### config.mk
export PLATFORM = sky130hd
export DESIGN_NAME = cic_integrator_decim
export DESIGN_NICKNAME = d
export VERILOG_FILES = /design/src/rtl/cic_integrator_decim.sv
export SDC_FILE = /design/constraint.sdc
export NUM_CORES = 1
export LEC_CHECK = 0
export BUFFER_PORTS_ARGS = -buffer_cell sky130_fd_sc_hd__buf_2
export CORE_MARGIN = 10
export CORE_UTILIZATION = 40
export DETAILED_ROUTE_END_ITERATION = 8
export PLACE_DENSITY = 0.6
export SETUP_SLACK_MARGIN = 0.05
export SKIP_CTS_REPAIR_TIMING = 1
export SYNTH_ARGS = -nofsm -noshare
export SYNTH_HDL_FRONTEND = slang
export SYNTH_SLANG_ARGS = --single-unit
export TNS_END_PERCENT = 30
### constraint.sdc
create_clock -name clk -period 5.5 [get_ports clk]
set_input_delay 1.65 -clock clk [delete_from_list [all_inputs] [get_ports clk]]
set_output_delay 1.65 -clock clk [all_outputs]
set_load 0.1 [all_outputs]
### src/rtl/cic_integrator_decim.sv
// Integrator half of a CIC decimator: N cascaded wrapping accumulators, each gated by a
// valid bit that travels with the data, followed by a 1-in-R output decimator.
module cic_integrator_decim #(
  parameter int unsigned N  = 3,
  parameter int unsigned R  = 8,
  parameter int unsigned IW = 12,
  parameter int unsigned GW = 21
) (
  input  logic                 clk,
  input  logic                 rst_n,
  input  logic                 clr,
  input  logic                 in_valid,
  input  logic signed [IW-1:0] x,
  output logic signed [GW-1:0] y,
  output logic                 out_valid
);

  localparam int unsigned CW = (R > 1) ? $clog2(R) : 1;
  localparam logic [CW-1:0] CntLast = CW'(R - 1);

  logic signed [GW-1:0] acc_q [N];
  logic signed [GW-1:0] acc_d [N];
  logic [N-1:0]         vld_q, vld_d;
  logic [CW-1:0]        cnt_q, cnt_d;
  logic signed [GW-1:0] y_q, y_d;
  logic                 ov_q, ov_d;
  logic signed [GW-1:0] x_ext;

  assign x_ext = {{(GW - IW){x[IW-1]}}, x};

  always_comb begin
    acc_d = acc_q;
    cnt_d = cnt_q;
    y_d   = y_q;
    ov_d  = 1'b0;

    // Each stage only moves when its own input is valid, so input gaps freeze the cascade.
    vld_d[0] = in_valid;
    if (in_valid) begin
      acc_d[0] = acc_q[0] + x_ext;
    end
    for (int unsigned k = 1; k < N; k++) begin
      vld_d[k] = vld_q[k-1];
      if (vld_q[k-1]) begin
        acc_d[k] = acc_q[k] + acc_q[k-1];
      end
    end

    if (vld_q[N-1]) begin
      if (cnt_q == CntLast) begin
        cnt_d = '0;
        y_d   = acc_q[N-1];
        ov_d  = 1'b1;
      end else begin
        cnt_d = cnt_q + 1'b1;
      end
    end

    // Flush wins over a coincident input sample, which is dropped.
    if (clr) begin
      for (int unsigned k = 0; k < N; k++) begin
        acc_d[k] = '0;
      end
      vld_d = '0;
      cnt_d = '0;
      y_d   = '0;
      ov_d  = 1'b0;
    end
  end

  always_ff @(posedge clk or negedge rst_n) begin
    if (!rst_n) begin
      for (int unsigned k = 0; k < N; k++) begin
        acc_q[k] <= '0;
      end
      vld_q <= '0;
      cnt_q <= '0;
      y_q   <= '0;
      ov_q  <= 1'b0;
    end else begin
      acc_q <= acc_d;
      vld_q <= vld_d;
      cnt_q <= cnt_d;
      y_q   <= y_d;
      ov_q  <= ov_d;
    end
  end

  assign y         = y_q;
  assign out_valid = ov_q;

endmodule
### After elaboration in Yosys (flattened, before gate mapping)

Cells that the tools add are included.

| storage, ports and cells | value |
|---|---|
| register bits | 91 |
| input bits | 16 |

| cells by class | value |
|---|---|
| reduce and logical (&&, ||, !) cells | 6 |
| multiplexer cells | 14 |
| eq/ne operators | 1 |
| $add $sub $neg | 4 |

Operators by type and width:

| kind | count |
|---|---|
| two-way mux 21 bit | 6 |
| two-way mux 63 bit | 1 |
| adder 21 bit | 2 |
| adder 21 x 12 -> 21 bit | 1 |
| two-way mux 3 bit | 4 |
| nonzero test 2 bit | 5 |
| adder 3 x 1 -> 3 bit (second input constant) | 1 |
| == test 3 bit (second input constant) | 1 |
| two-way mux 1 bit | 3 |
| AND reduction 2 bit | 1 |

### Longest topological paths before layout

Gate-level depths: netlist of the first run.

| logic depth | value |
|---|---|
| depth in word-level cells | 4 |
| depth in mapped cells | 10 |
| depth with buffers taken out | 10 |

### Worst setup path after synthesis of the first run

Ideal clock, no wire load.

| path | value |
|---|---|
| kind | input-to-reg |
| from | in x[0] |
| to | reg acc_q[60] (netlist bit) |
| stages on the path | 10 |
| buffers on the path | 0 |
| library setup time | 0.099 ns |
| slack | 1.870 ns |
| required time | 5.401 ns |
| data arrival time | 3.531 ns |
| cell sequence | ha_1 inv_1 fa_1 nand2b_1 a21oi_2 nor2_1 o211ai_2 a31oi_1 or4_1 a311oi_1 |

| between the ends | value |
|---|---|
| word-level cells in the longest chain between the ends | 3 |

Ends and longest elaborated chain:

| what | RTL line | text |
|---|---|---|
| start: declaration | 13 | `input logic signed [IW-1:0] x,` |
| adder 21 x 12 -> 21 bit | 40 | `acc_d[0] = acc_q[0] + x_ext;` |
| two-way mux 21 bit | 39 | `if (in_valid) begin` |
| two-way mux 63 bit | 60 | `if (clr) begin` |
| end signal: indexed assignment | 74 | `acc_q[k] <= '0;` |
| end signal: assignment | 81 | `acc_q <= acc_d;` |
| end: declaration | 21 | `logic signed [GW-1:0] acc_q [N];` |

Every way passes these cells. The select of a mux whose other input is x is not followed.
A chain may end at the register's enable or synchronous reset.

### Worst setup path in the final report of the first run

| path | value |
|---|---|
| from | in x[0] |
| to | reg acc_q[62] (netlist bit) |

The elaborated chain is that of the path after synthesis.

==> impl_metrics.csv, run 1 <==
group,metric,value,unit
sta,hold_violations,0,
synth,synth-seq-cells,91,
final_layout,drive_above_1_share,10.09,%
placed_design,gp_congestion,0.9140,
pwr,pwr-share-comb,24.5,%
cts,cts_buffers,9,
placed_design,hpwlAfterDp,12360,um
route,via_per_inst,5.723,
route,drtPass1Iterations,5,
synth,ys_types,74,
pwr,ir_worst_vdd,0.1432,mV
synth,yosysWarnings,0,
cts,clk_pin_slew,0.07,ns
cts,cts_num_sinks,91,
floorplan,die_x,149.1,um
synth,yosysSeqAreaShare,34.17,%
pwr,intPower,1.243,mW
pwr,power,1.833,mW
worst_setup_path,crit_path_max_fanout,3,
synth,yosysMostFrequentCell,"dfrtp_1",
final_layout,diodes,0,
worst_setup_path,cp-end-kind,"flip-flop",
sta,fmax,275.1,MHz
pwr,p_sw,0.5905,mW
sta,maxSlewViolCount,0,
cts,tritoncts,"yes",
synth,synth_area_leaders,"dfrtp_1 (34%), ha_1 (12%), nor2_1 (4.6%)",
final_layout,area_delta_synth_final,10.32,%
worst_setup_path,cp-startpoint,"x[0]",
sta,tightestPinTransition,0.8600,ns
sta,max-slew-margin-rel,42.67,%
placed_design,place_area,7053,um^2
sta,layout_worst_path_cycle_share,66.10,%
pwr,seq_power_share,41.0,%
final_layout,fin_area,7353,um^2
synth,synthFlopType,"dfrtp_1",
floorplan,core_area,16470,um^2
route,drc,0,
route,drt_iter0_drc,405,
cts,clock_latency,0.35,ns
final_layout,instances_no_fill,973,
synth,yosys-top-cells-count,"dfrtp_1 (91), nor2_1 (82), ha_1 (62)",
pwr,pwr-share-clk,34.6,%
route,ant_nets,0,
sta,tns,0,ns
global_routing,grt_start_max_net_pins,57,
synth,synthArstFlopShare,100.0,%
global_routing,grt_usage,14.69,%
synth,syn_nets,806,
run_status,outcome,"finished clean",
worst_setup_path,worst_ep_arrival_time,3.86,ns
synth,synth_top_area_share,34.17,%
floorplan,die_h,149.1,um
placed_design,pre_cts_ws,1.541,ns
synth,avgSynthCellArea,9.193,um^2
final_layout,fin_nets,829,
sta,fin_skew,0.008916,ns
global_routing,grt_overflow,0,
cts,htree_levels,3,
sta,postLayoutSetupSlackWorst,1.865,ns
pwr,leakage,3.543,nW
floorplan,start_util,40.48,%
floorplan,dieArea,22230,um^2
route,avgRoutedWirePerCell,16.68,um
placed_design,port-buffer-count,37,
worst_setup_path,path_class,"input pin to flip-flop",
global_routing,grt_pass1_vias,5512,
flow_run,maxCapViolCount,0,
cts,clk_path_buf_depth,2,
route,wl,16230,um
route,via_count,5568,
worst_hold_path,min_delay_path_depth,1,
placed_design,place_inst,957,
global_routing,antenna_found_initial,0,
worst_hold_path,min_from,"y[20]",
worst_setup_path,startpoint_type,"input pin",
worst_setup_path,crit_required,5.72,ns
sta,setup_viol,0,
sta,fin_crit,3.635,ns
pwr,sw_frac_of_total,32.21,%
cts,cts_root_buf,"clkbuf_16",
pwr,power.density,249.3,nW/um^2
synth,netlist_instances,725,
sta,rsz0062_at_grt,"no",
floorplan,rows,47,
synth,synth_edf_count,0,
worst_setup_path,reg2reg_depth,10,
worst_setup_path,timing.rr.start,"acc_q[42]",
global_routing,grt_pass1_wl,27270,um
worst_hold_path,min_path_type,"flip-flop to flip-flop",
synth,syn_area,6665,um^2
synth,synth_largest_area_cell,"dfrtp_1",
floorplan,num_io_pins,38,
## layout by cell type, fill, tap and decap left out, types with 6 or more instances in the layout
cell type	synthesis	routed
o211ai_1	9	9
nor2_1	82	82
buf_4	0	7
ha_1	62	62
a21oi_1	47	47
nand2b_1	11	11
nor3_1	11	11
a21o_1	19	19
nand2_1	55	55
nand4_1	10	10
a31oi_1	10	10
xnor2_1	22	22
mux2i_1	26	26
inv_1	20	20
buf_2	3	36
nor2b_1	9	9
nand3b_1	7	7
a22o_1	25	25
dfrtp_1	91	91
or3_1	6	6
xor2_1	14	14
o21ai_1	6	6
nand3_1	16	16
o21a_1	9	9
o21ai_0	23	23
clkbuf_16	0	9
a211oi_1	9	9
## final timing paths
kind                        endpoint  slack [ns]
max                        acc_q[62]        1.86
min                            y[20]        0.49
max reg2reg                acc_q[62]        2.83
min reg2reg                    y[20]        0.49
max in group asynchronous   cnt_q[1]        3.20
min in group asynchronous       y[0]        1.37
## flip-flops by register name, indices dropped and copies added (netlist names)
signal and cells:
vld_q 3, y 21, out_valid 1, cnt_q 3
acc_q 63
## cell type report
cell class,count,area (um^2)
Clock buffer,10,229.0
Clock inverter,6,71.32
Fill cell,1611,9112
Inverter,20,75.07
Multi-Input combinational cell,583,4193
Sequential cell,91,2277
Tap cell,220,275.3
Timing Repair Buffer,43,232.7
## power groups by stage
stage	Sequential, mW	Combinational [mW]	Clock, mW
5_1_grt	0.758	0.505	0.672
2_1_floorplan	0.744	0.350	0
4_1_cts	0.751	0.446	0.647
3_5_place_dp	0.764	0.445	0
6_report	0.751	0.448	0.634
3_3_place_gp	0.763	0.434	0
## kinds of logic after synthesis
family	count (synthesis)	synth area share (%)
AOI/OAI and AO/OA	214	23.39
xor gates and xnor gates	36	4.731
adders and majority gates	65	12.54
buffers and inverters	51	2.928
DFF	91	34.17
muxes	26	3.905
and+or+nand+nor	242	18.34
## metrics by stage
stage	hold slack (ns)	utilization, %
global route	0.5118	44.66
detailed placement	0.4826	42.83
finish	0.4934	44.66
CTS	0.4991	44.66
global placement	0.4766	42.83
floorplan	0.4781	-
## critical path, cell delays in order
cell and delay, ns:
buf_2 0.08, ha_1 0.15, inv_1 0.05, fa_1 0.40, nand2b_1 0.20, a21oi_2 0.22
o21ai_0 0.15, o21ai_1 0.19, nand3_1 0.16, a31o_1 0.24, or3_1 0.36
## routing by layer
layer | part of all wire [%] | track usage (%)
met1 | 47 | 19.08
met2 | 48 | 24.62
met3 | 4.5 | 2.518
met4 | 0.80 | 3.974
met5 | 0 | 0
No activity file was read; power rests on OpenSTA's default activity.
==> run 2, diff against run 1 <==
--- a/config.mk
+++ b/config.mk
@@ -9,7 +9,7 @@
 export CORE_MARGIN = 10
 export CORE_UTILIZATION = 40
 export DETAILED_ROUTE_END_ITERATION = 8
-export PLACE_DENSITY = 0.6
+export PLACE_DENSITY = 0.62
 export SETUP_SLACK_MARGIN = 0.05
 export SKIP_CTS_REPAIR_TIMING = 1
 export SYNTH_ARGS = -nofsm -noshare
==> constraint.sdc (replaced) <==
create_clock -name clk -period 3.3 [get_ports clk]
set_input_delay 0.99 -clock clk [delete_from_list [all_inputs] [get_ports clk]]
set_output_delay 0.99 -clock clk [all_outputs]
set_load 0.1 [all_outputs]
==> run 2 against run 1 <==
- combinational power up 70%
- clock skew up 0.0024 ns
- utilization up 0.30 points
- critical path depth unchanged
- power up 66%
- sequential share of layout area down 0.21 points
- setup slack worse by 1.5 ns
- clock power up 62%
- hold slack better by 0.0041 ns
- clock-buffer cell count unchanged
- cell count up 0.62%
- register-to-register slack worse by 2.2 ns
==> impl_metrics.csv, run 2 (synthesis gave the netlist of run 1 again) <==
group,metric,value,unit
run_status,outcome,"finished clean",
final_layout,diodes,0,
sta,hold_violations,0,
final_layout,fin_nets,835,
route,via_count,5630,
floorplan,die_h,149.1,um
pwr,ir_worst_vdd,0.2633,mV
worst_setup_path,cp-end-kind,"flip-flop",
floorplan,rows,47,
worst_setup_path,worst_ep_arrival_time,3.17,ns
route,ant_nets,0,
sta,layout_worst_path_cycle_share,89.05,%
cts,cts_root_buf,"clkbuf_16",
sta,maxSlewViolCount,0,
final_layout,mostFrequentLayoutCells,"dfrtp_1 (91), nor2_1 (82), ha_1 (62)",
global_routing,grt_start_max_net_pins,51,
cts,cts_buffers,9,
global_routing,antenna_found_initial,0,
pwr,leakage,3.580,nW
sta,rsz0062_at_grt,"no",
global_routing,grt_usage,14.82,%
placed_design,hpwlAfterDp,12490,um
global_routing,grt_overflow,0,
final_layout,drive_above_1_share,10.94,%
final_layout,largest_reg_flops,63,
sta,postLayoutSetupSlackWorst,0.3614,ns
route,drtPass1Iterations,5,
final_layout,fin_area,7403,um^2
floorplan,dieArea,22230,um^2
final_layout,area_delta_synth_final,11.08,%
route,wl,16030,um
sta,fin_skew,0.01130,ns
cts,clk_path_buf_depth,2,
route,avgRoutedWirePerCell,16.38,um
sta,fin_crit,2.939,ns
worst_setup_path,startpoint_type,"input pin",
flow_run,maxCapViolCount,0,
placed_design,gp_congestion,0.9129,
placed_design,pre_cts_ws,0.01052,ns
route,via_per_inst,5.751,
floorplan,die_x,149.1,um
global_routing,grt_pass1_wl,27500,um
worst_setup_path,path_class,"input pin to flip-flop",
cts,clk_pin_slew,0.07,ns
floorplan,start_util,40.48,%
cts,clock_latency,0.35,ns
floorplan,core_area,16470,um^2
cts,htree_levels,3,
final_layout,final_common_cell,"dfrtp_1",
worst_setup_path,crit_required,3.53,ns
final_layout,top_register,"acc_q",
floorplan,num_io_pins,38,
final_layout,n_fill_cell,1637,
route,drc,0,
sta,max-slew-margin-rel,50.98,%
cts,tritoncts,"yes",
cts,cts_num_sinks,91,
placed_design,port-buffer-count,37,
sta,setup_viol,0,
sta,tns,0,ns
worst_hold_path,min_path_type,"flip-flop to flip-flop",
worst_setup_path,crit_path_max_fanout,3,
sta,tightestPinTransition,0.7326,ns
pwr,power.density,412.0,nW/um^2
placed_design,place_area,7111,um^2
sta,fmax,340.3,MHz
global_routing,grt_pass1_vias,5586,
route,drt_iter0_drc,228,
run 2: power breakdown:
group / switching (mW) / leakage (nW) / internal, mW
sequential: 0.0817 / 1.25 / 1.18
clock: 0.482 / 0.142 / 0.548
combinational: 0.451 / 2.19 / 0.310
run 2: through the flow:
step                power, mW  hold slack [ns]  util, %  cells
floorplan               1.823           0.4781        -    725
global placement        2.008           0.4774    43.18    963
detailed placement      2.035           0.4820    43.18    963
CTS                     3.073           0.4986    44.96    979
global route            3.231           0.5057    44.96    979
finish                  3.050           0.4976    44.96    979
run 2: per-layer routing:
layer  global-route usage (%)  share of wire [%]  vias to the layer above
li1                         -                  -                     2771
met1                    19.13                 48                     2701
met2                    24.60                 46                      144
met3                    3.155                4.6                       14
met4                    3.876                1.0                        0
met5                        0                  0                        -
run 2: worst paths after layout:
kind / from / to / slack (ns) / cells past startpoint
max: x[0] / acc_q[62] / 0.36 / 11
min: y[8] / y[8] / 0.50 / 1
max reg2reg: acc_q[6] / acc_q[13] / 0.65 / 8
min reg2reg: y[8] / y[8] / 0.50 / 1
max in group asynchronous: rst_n / acc_q[32] / 1.99 / 2
min in group asynchronous: rst_n / y[0] / 0.65 / 1
run 2: final cells by class:
type / instances / area (um^2) / share of cell area (%)
clock inverters: 6 / 53.80 / 0.7267
inverters: 20 / 75.07 / 1.014
well taps: 220 / 275.3 / 3.718
multi-input cells: 583 / 4193 / 56.63
flip-flops and latches: 91 / 2277 / 30.76
clock buffers: 10 / 239.0 / 3.228
repair buffers: 49 / 290.3 / 3.921
run 2: worst max-delay path: stages:
cell      delay [ns]
buf_2           0.08
ha_1            0.17
inv_1           0.06
fa_1            0.39
nand2b_1        0.19
a21oi_2         0.18
o21ai_0         0.14
o21ai_1         0.21
nand3_1         0.16
a31o_1          0.24
or3_1           0.36
